**src/rtl/regfile_pkg.sv**
```systemverilog
// regfile_pkg
//   Shared definitions for the multi-read-port register file.
//   - state_t     : clear/ready state encoding of the register file controller
//   - slice_lsb() : LSB position of element idx in a flat vector of width-bit elements
package regfile_pkg;

  typedef enum logic {
    ST_CLEAR = 1'b0,
    ST_READY = 1'b1
  } state_t;

  // Data slice of port/entry idx lives at [slice_lsb(idx, width) +: width].
  function automatic int unsigned slice_lsb(input int unsigned idx, input int unsigned width);
    return idx * width;
  endfunction

endpackage

```
**src/rtl/regfile_read_port.sv**
```systemverilog
// regfile_read_port
//   One registered read port of register_file_mp: address mux over the flat
//   storage vector, zero-register gate, optional write-first bypass and the
//   output data register.
//   Optional feature: REGFILE_BYPASS_EN adds the wr_en/wr_addr/wr_data ports
//   and the per-port write/read address comparator.
// Ports
//   clk       in   1              clock, rising edge
//   rst       in   1              synchronous active-high reset, clears rd_data
//   cap_en    in   1              capture enable (read accepted this edge)
//   rd_addr   in   ADDR_W         read address of this port
//   mem_flat  in   DEPTH*DATA_W   whole storage array, entry e at [e*DATA_W +: DATA_W]
//   wr_en     in   1              accepted write this edge (bypass build only)
//   wr_addr   in   ADDR_W         write address (bypass build only)
//   wr_data   in   DATA_W         write data (bypass build only)
//   rd_data   out  DATA_W         registered read data
module regfile_read_port
  import regfile_pkg::*;
#(
  parameter int DATA_W   = 32,
  parameter int ADDR_W   = 5,
  parameter int ZERO_REG = 1
) (
  input  logic                           clk,
  input  logic                           rst,
  input  logic                           cap_en,
  input  logic [ADDR_W-1:0]              rd_addr,
  input  logic [(2**ADDR_W)*DATA_W-1:0]  mem_flat,
`ifdef REGFILE_BYPASS_EN
  input  logic                           wr_en,
  input  logic [ADDR_W-1:0]              wr_addr,
  input  logic [DATA_W-1:0]              wr_data,
`endif
  output logic [DATA_W-1:0]              rd_data
);

  logic [DATA_W-1:0] mem_word_s;
  logic [DATA_W-1:0] rd_next_s;
  logic [DATA_W-1:0] rd_data_r;

  assign mem_word_s = mem_flat[slice_lsb(32'(rd_addr), DATA_W) +: DATA_W];

  // Select the value this port captures: zero gate wins over the bypass.
  always_comb begin
    rd_next_s = mem_word_s;
    if ((ZERO_REG != 0) && (rd_addr == {ADDR_W{1'b0}})) begin
      rd_next_s = {DATA_W{1'b0}};
    end
`ifdef REGFILE_BYPASS_EN
    else if (wr_en && (wr_addr == rd_addr)) begin
      rd_next_s = wr_data;
    end
`endif
    else begin
      rd_next_s = mem_word_s;
    end
  end

  // Output register: holds its value whenever no read is accepted.
  always_ff @(posedge clk) begin
    if (rst) begin
      rd_data_r <= {DATA_W{1'b0}};
    end else if (cap_en) begin
      rd_data_r <= rd_next_s;
    end else begin
      rd_data_r <= rd_data_r;
    end
  end

  assign rd_data = rd_data_r;

endmodule

```
**src/rtl/register_file_mp.sv**
```systemverilog
// register_file_mp
//   Parametrised multi-read-port integer register file with hard-wired zero
//   register, registered reads with valid flag and a hardware clear sequence
//   (one entry per cycle, DEPTH cycles) after every reset.
//   Optional feature: define REGFILE_BYPASS_EN for write-first forwarding of a
//   same-edge write to any read port reading the same address; without it,
//   reads are read-before-write and no comparator exists.
// Ports
//   i_Clk          in   1              clock, rising edge
//   i_Rst          in   1              synchronous active-high reset
//   i_Enb          in   1              read enable shared by all read ports
//   iW_Enb         in   1              write enable
//   iv_Read_R      in   N_RD*ADDR_W    read addresses, port k at [k*ADDR_W +: ADDR_W]
//   iv_Write_R     in   ADDR_W         write address
//   iv_Write_Data  in   DATA_W         write data
//   ov_Data_R      out  N_RD*DATA_W    read data, port k at [k*DATA_W +: DATA_W]
//   o_Valid        out  1              ov_Data_R holds the result of an accepted read
//   o_Busy         out  1              clear sequence in progress
module register_file_mp
  import regfile_pkg::*;
#(
  parameter int DATA_W   = 32,
  parameter int ADDR_W   = 5,
  parameter int N_RD     = 2,
  parameter int ZERO_REG = 1
) (
  input  logic                     i_Clk,
  input  logic                     i_Rst,
  input  logic                     i_Enb,
  input  logic                     iW_Enb,
  input  logic [N_RD*ADDR_W-1:0]   iv_Read_R,
  input  logic [ADDR_W-1:0]        iv_Write_R,
  input  logic [DATA_W-1:0]        iv_Write_Data,
  output logic [N_RD*DATA_W-1:0]   ov_Data_R,
  output logic                     o_Valid,
  output logic                     o_Busy
);

  localparam int DEPTH = 2**ADDR_W;
  localparam logic [ADDR_W-1:0] CNT_LAST = ADDR_W'(DEPTH - 1);

  state_t                    state_r;
  logic [ADDR_W-1:0]         cnt_r;
  logic                      busy_r;
  logic                      valid_r;
  logic [DEPTH*DATA_W-1:0]   mem_r;

  logic                      clear_we_s;
  logic                      wr_fire_s;
  logic                      rd_fire_s;
  logic                      wr_zero_s;

  assign clear_we_s = (state_r == ST_CLEAR);
  assign rd_fire_s  = (state_r == ST_READY) && i_Enb;
  // Writes to entry 0 are dropped when it is the hard-wired zero register.
  assign wr_zero_s  = (ZERO_REG != 0) && (iv_Write_R == {ADDR_W{1'b0}});
  assign wr_fire_s  = (state_r == ST_READY) && iW_Enb && !wr_zero_s;

  // Controller FSM: clear counter, state and the registered status flags.
  always_ff @(posedge i_Clk) begin
    if (i_Rst) begin
      state_r <= ST_CLEAR;
      cnt_r   <= {ADDR_W{1'b0}};
      busy_r  <= 1'b1;
      valid_r <= 1'b0;
    end else begin
      case (state_r)
        ST_CLEAR: begin
          valid_r <= 1'b0;
          cnt_r   <= cnt_r + ADDR_W'(1);
          if (cnt_r == CNT_LAST) begin
            state_r <= ST_READY;
            busy_r  <= 1'b0;
          end else begin
            state_r <= ST_CLEAR;
            busy_r  <= 1'b1;
          end
        end
        ST_READY: begin
          state_r <= ST_READY;
          busy_r  <= 1'b0;
          valid_r <= i_Enb;
        end
        default: begin
          state_r <= ST_CLEAR;
          cnt_r   <= {ADDR_W{1'b0}};
          busy_r  <= 1'b1;
          valid_r <= 1'b0;
        end
      endcase
    end
  end

  // Storage write port: clear sequence zeroes one entry per cycle, otherwise
  // accepted writes update the addressed entry. Storage itself has no reset.
  always_ff @(posedge i_Clk) begin
    if (!i_Rst) begin
      if (clear_we_s) begin
        mem_r[slice_lsb(32'(cnt_r), DATA_W) +: DATA_W] <= {DATA_W{1'b0}};
      end else if (wr_fire_s) begin
        mem_r[slice_lsb(32'(iv_Write_R), DATA_W) +: DATA_W] <= iv_Write_Data;
      end
    end
  end

  for (genvar k = 0; k < N_RD; k++) begin : g_rd
    regfile_read_port #(
      .DATA_W   (DATA_W),
      .ADDR_W   (ADDR_W),
      .ZERO_REG (ZERO_REG)
    ) u_port (
      .clk      (i_Clk),
      .rst      (i_Rst),
      .cap_en   (rd_fire_s),
      .rd_addr  (iv_Read_R[k*ADDR_W +: ADDR_W]),
      .mem_flat (mem_r),
`ifdef REGFILE_BYPASS_EN
      .wr_en    (wr_fire_s),
      .wr_addr  (iv_Write_R),
      .wr_data  (iv_Write_Data),
`endif
      .rd_data  (ov_Data_R[slice_lsb(k, DATA_W) +: DATA_W])
    );
  end

  assign o_Valid = valid_r;
  assign o_Busy  = busy_r;

endmodule

```
**config.mk**
```make
export PLATFORM = sky130hd
export DESIGN_NAME = register_file_mp
export DESIGN_NICKNAME = d
export VERILOG_FILES = /design/src/rtl/regfile_pkg.sv /design/src/rtl/regfile_read_port.sv /design/src/rtl/register_file_mp.sv
export SDC_FILE = /design/constraint.sdc
export NUM_CORES = 2
export LEC_CHECK = 0
export CORE_UTILIZATION = 25
export CTS_BUF_LIST = sky130_fd_sc_hd__clkbuf_8
export DETAILED_ROUTE_END_ITERATION = 10
export HOLD_SLACK_MARGIN = 0.15
export PLACE_DENSITY = 0.4
export SYNTH_ARGS = -nofsm -noshare
export SYNTH_HDL_FRONTEND = slang
export SYNTH_SLANG_ARGS = --single-unit
```
**constraint.sdc**
```tcl
create_clock -name i_Clk -period 10.1 [get_ports i_Clk]
set_input_delay 1.01 -clock i_Clk [delete_from_list [all_inputs] [get_ports i_Clk]]
set_output_delay 1.01 -clock i_Clk [all_outputs]
set_load 0.05 [all_outputs]
```
== Word-level counts from Yosys, hierarchy flattened ==
Cells that the tools add are included.

* Bits in registers: 1096
* Bits of input ports: 51
* Word-level logic and storage cells: 39

* Add/subtract/negate cells: 3
* Equal/unequal tests: 2
* Shift operators: 6
* Mux-type cells: 11
* Bitwise operators: 2
* Reduce and logical (&&, ||, !) cells: 8

{| class="wikitable"
|+ Operators with widths
! operator !! number
|-
| $bwmux W1024 || 2
|-
| $mux W1024 || 2
|-
| $shift A32 B34 Y1024 const A || 2
|-
| $shiftx A1024 B11 Y32 || 2
|-
| $shiftx A32 B34 Y1024 || 1
|-
| $shiftx A32 B34 Y1024 const A || 1
|-
| $neg A10 Y34 || 2
|-
| $mux W32 || 2
|-
| $logic_not A5 Y1 || 3
|-
| $pmux W1 S2 || 3
|-
| $add A5 B1 Y5 const B || 1
|-
| $eq A5 B5 Y1 const B || 1
|-
| $logic_and A1 B1 Y1 || 3
|-
| $mux W1 || 2
|-
| $ne A2 B1 Y1 const B || 1
|-
| $not A1 Y1 || 2
|-
| $reduce_and A2 Y1 || 1
|-
| $logic_not A1 Y1 || 1
|}

== Depth between registers and ports, before layout ==
* Depth in word-level cells: 5
* Depth in mapped cells: 12
* Gate-level depth less buffers: 10

== Cells and area by module ==
From an unflattened synthesis, not the netlist that was laid out.

* Cell total of the unflattened synthesis: 4118
* Area total of the unflattened synthesis: 56123.8 um^2

{| class="wikitable"
|+ Modules (own cells, without submodules)
! module !! times used !! cells an instance !! area each (um^2) !! seq. area each (um^2)
|-
| register_file_mp || 1 || 2538 || 37438.4 || 30909.6
|-
| regfile_read_port || 2 || 790 || 9342.7 || 640.6
|}

== Worst setup path after synthesis ==
OpenSTA, ideal clock, no wires.

* Kind: input to register
* From: input iv_Write_R[0]
* To: register mem_r[640] (enable)
* Data arrival time: 4611 ps
* Required time: 9668 ps
* Setup slack: 5057 ps
* Stages: 10
* Buffers on the path: 2
* Path through: buf_2 > clkinv_1 > ha_1 > nor2b_2 > nor2b_1 > ha_1 > clkbuf_1 > nor3_1 > nand4_1 > a21oi_1

* Cells in the longest elaborated chain, start to end: 5

{| class="wikitable"
|+ RTL lines
! item !! RTL line !! text
|-
| start: declaration || register_file_mp.sv:32 || <nowiki>input logic [ADDR_W-1:0] iv_Write_R,</nowiki>
|-
| $logic_not A5 Y1 || register_file_mp.sv:56 || <nowiki>assign wr_zero_s = (ZERO_REG != 0) && (iv_Write_R == {ADDR_W{1'b0}});</nowiki>
|-
| $logic_not A1 Y1 || register_file_mp.sv:57 || <nowiki>assign wr_fire_s = (state_r == ST_READY) && iW_Enb && !wr_zero_s;</nowiki>
|-
| $logic_and A1 B1 Y1 || register_file_mp.sv:57 ||
|-
| $ne A2 B1 Y1 (no line) || - ||
|-
| $reduce_and A2 Y1 (no line) || - ||
|-
| end signal: indexed assignment || register_file_mp.sv:99 || <nowiki>mem_r[slice_lsb(32'(cnt_r), DATA_W) +: DATA_W] <= {DATA_W{1'b0}};</nowiki>
|-
| end signal: indexed assignment || register_file_mp.sv:101 || <nowiki>mem_r[slice_lsb(32'(iv_Write_R), DATA_W) +: DATA_W] <= iv_Write_Data;</nowiki>
|-
| end: declaration || register_file_mp.sv:46 || <nowiki>logic [DEPTH*DATA_W-1:0] mem_r;</nowiki>
|}

No other way between the ends.
A chain may end at the register's enable or synchronous reset.

== Worst setup path after layout ==
* From: input iv_Write_R[0]
* To: register mem_r[570] (enable)

The elaborated chain is that of the path after synthesis.

==> flow_metrics.env <==
export IMPL_die_y_um=474
export IMPL_synthTopCellsByCount="1024 x edfxtp_1, 916 x nor2_1, 416 x mux4_2"
export IMPL_core_mm2=0.220
export IMPL_grt_max_degree=100
export IMPL_start_kind="input port"
export IMPL_die_w_um=474
export IMPL_setup_tns_ns=0
export IMPL_gr_total_overflow=0
export IMPL_hold_start="g_rd[0].u_port.rd_data[24]"
export IMPL_drc=0
export IMPL_clkPwrFrac_pct=41.4
export IMPL_synth_edff_count=1024
export IMPL_seq_area_frac_synth_pct=57.9
export IMPL_setup_viol_count_final=0
export IMPL_io_pins=117
export IMPL_hold_path_end="g_rd[0].u_port.rd_data[24]"
export IMPL_via_count=40724
export IMPL_cts_tree="built"
export IMPL_max_cap_viol_count=0
export IMPL_synthFlopType="edfxtp_1"
export IMPL_status="complete, no violations"
export IMPL_fin_crit_sh_pct=63.1
export IMPL_yosysTopAreaCell="edfxtp_1"
export IMPL_whs_ns=0.490
export IMPL_critPathArrivalTime_ns=6.97
export IMPL_cts_buffer_depth=3
export IMPL_power_density_mw_per_mm2=154
export IMPL_yosysTopAreaCellShare_pct=55.3
export IMPL_path_clk_slew_ns=0.06
export IMPL_post_cts_buffers=0
export IMPL_r2r_setup_slack_ns=5.41
export IMPL_p_seq_share_pct=49.7
export IMPL_post_drt_wl_per_cell_um=37.9
export IMPL_place_congestion=0.828
export IMPL_rsz0062_at_grt="false"
export IMPL_maxSlewViolCount=0
export IMPL_required_ns=10.70
export IMPL_postRouteAntennaNets=0
export IMPL_worst_setup_path_type="in2reg"
export IMPL_yosysMostFrequentCell="edfxtp_1"
export IMPL_fin_crit_ns=6.37
export IMPL_timing_fmax_ghz=0.157
export IMPL_viasPerCell=5.58
export IMPL_numPortBuffers=116
export IMPL_critical_path_slowest_cell="a21oi_4"
export IMPL_hp_class="reg2reg"
export IMPL_intPower_mw=7.20
export IMPL_synth_nets=4134
export IMPL_r2r_end="mem_r[796]"
export IMPL_rows=172
export IMPL_clock_skew_ns=0.0506
export IMPL_ir_worst_vdd_mv=0.122
export IMPL_yosysWarningCount=0
export IMPL_netlist_instances=4077
export IMPL_start_util_pct=25.2
export IMPL_stdcell_area_mm2=0.0642
export IMPL_drive_gt1_share_pct=21.3
export IMPL_cts_buffers=198
export IMPL_place_area_mm2=0.0605
export IMPL_antenna_found_initial=13
export IMPL_dpl_hpwl_um=169000
export IMPL_fin_util_pct=29.1
export IMPL_cp_max_fo=33
export IMPL_cp_common_cell="ha_1"
export IMPL_power_leakage_nw=19.6
export IMPL_fin_nets=4228
export IMPL_tightest_slew_ns=1.18
export IMPL_ys_types=68
export IMPL_min_path_cells=2
export IMPL_grt_pass1_wl_um=366000
export IMPL_place_inst=6929
export IMPL_r2r_start="cnt_r[0]"
export IMPL_synth_area_mm2=0.0556
export IMPL_hold_viol=0
export IMPL_grt_use_total_pct=24.3
export IMPL_die_area_mm2=0.224
export IMPL_num_fill_cells=22489
export IMPL_slew_headroom_pct=21.0
export IMPL_ctsResizeCount=0
export IMPL_clock_sinks=1096
export IMPL_end_kind="flip-flop"
export IMPL_p_switching_mw=2.69
export IMPL_combPwrFrac_pct=8.9
export IMPL_htreeDepth=4
export IMPL_syn_mean_instance_area_um2=13.6
export IMPL_reg2regPathDepth=10
export IMPL_root_buffer="clkbuf_8"
export IMPL_crit_path_max_incr_delay_ns=1.22
export IMPL_grt_pass1_vias=40197
export IMPL_swShare_pct=27.2
export IMPL_routed_wl_um=277000
export IMPL_path_cells="clkdlybuf4s50_1 > clkinv_1 > ha_1 > nor2b_2 > nor2b_1 > ha_1 > nand2b_1 > nor3_2 > nand3_4 > a21oi_4 > buf_4"
export IMPL_synthArstFlopShare_pct=0
export IMPL_cts_hold_buf=0
export IMPL_path_buf_inv=3
export IMPL_cpLargestDelayFamily="simple AND/OR/NAND/NOR gates"
export IMPL_dr_pass1_iters=6
export IMPL_stdcell_count=7300
export IMPL_drtIter0Drc=5293
export IMPL_yosys_top_cells_area="edfxtp_1 55%, mux4_2 17%, nor2_1 6.2%"
export IMPL_area_growth_synth_to_final_pct=15.5
export IMPL_clock_latency_ns=0.97
export IMPL_ys_seq_elements=1096
-- cell usage in the layout, fill, tap and decap left out, types with 6 or more instances in the layout --
master / n
edfxtp_1: 1024
nor2_1: 908
mux4_2: 416
mux2i_1: 280
clkbuf_8: 217
nand2_1: 215
nor3_1: 117
buf_4: 117
clkdlybuf4s50_1: 108
a21oi_1: 98
o221ai_1: 87
inv_1: 76
dfxtp_1: 71
o21ai_0: 70
o22ai_1: 52
clkinv_1: 49
and2_1: 37
a221o_1: 28
a21oi_4: 27
nor2b_1: 26
mux2_2: 25
clkinv_2: 21
a22oi_1: 20
o211ai_1: 18
a211oi_1: 16
a31oi_1: 15
a22o_1: 12
nand2_4: 11
nor4_1: 11
o221a_2: 11
nand3_4: 10
nor2_4: 9
and3_1: 8
nand3_1: 8
diode_2: 7
nor3_2: 7
nand2_2: 6
ha_1: 6
-- flip-flops by register name, summed over array words and instances, names as in the netlist --
name,flops
cnt_r,5
g_rd.u_port.rd_data,64
mem_r,1024
o_Busy,1
o_Valid,1
state_r,1
-- routing by layer --
layer	part of all wire, %	wire, µm	global-route usage (%)	up-vias
li1	-	-	-	16062
met1	43	119000	33.9	21846
met2	45	124000	37.5	2379
met3	8.3	22900	4.33	437
met4	3.8	10400	8.59	0
met5	0	0	0	-
-- cell type report --
class | instances | area [µm²] | area share [%]
Tap cell | 2958 | 3700 | 5.77
Multi-Input combinational cell | 2629 | 22400 | 35.0
Sequential cell | 1096 | 32200 | 50.2
Clock buffer | 216 | 2970 | 4.63
Antenna cell | 7 | 17.5 | 0.0273
Timing Repair Buffer | 234 | 2100 | 3.28
Clock inverter | 148 | 713 | 1.11
Inverter | 12 | 48.8 | 0.0760
-- per-stage QoR --
stage	worst slack (ns)	power (mW)
5_1_grt	3.68	10.1
2_1_floorplan	5.06	5.51
3_3_place_gp	2.96	5.88
3_5_place_dp	2.89	5.88
6_report	3.73	9.89
4_1_cts	3.95	9.95
-- tightest hold or removal path, delay by kind of cell, from the launching register on --
family             cells  cell delay, ns
DFF                    1            0.34
AOI/OAI and AO/OA      2            0.12
-- worst max-delay path by stage --
stage,startpoint,to,slack (ns),depth (start not counted)
final,iv_Write_R[0],mem_r[570],3.73,11
after global routing,iv_Write_R[0],mem_r[734],3.68,12
after CTS,iv_Write_R[0],mem_r[561],3.95,11
after detailed placement,iv_Write_R[0],mem_r[568],2.89,11
after global placement,iv_Write_R[0],mem_r[568],2.96,11
after floorplan,iv_Write_R[0],mem_r[640],5.06,10
-- power by group through the flow --
stage	registers (mW)	logic (mW)	clock network (mW)
floorplan	5.00	0.511	0
global placement	5.01	0.873	0
detailed placement	5.01	0.871	0
CTS	4.91	0.872	4.16
global route	4.91	0.902	4.33
finish	4.91	0.878	4.10
-- cell families after synthesis --
group	synth area share, %
buffers and inverters	2.96
multiplexers	22.4
XOR/XNOR	0.0473
adder cells (fa/ha/maj)	0.135
AND/OR/NAND/NOR	10.6
AO/OA/AOI/OAI	5.92
flip-flops	57.9
Power figures use the tool's default switching activity.
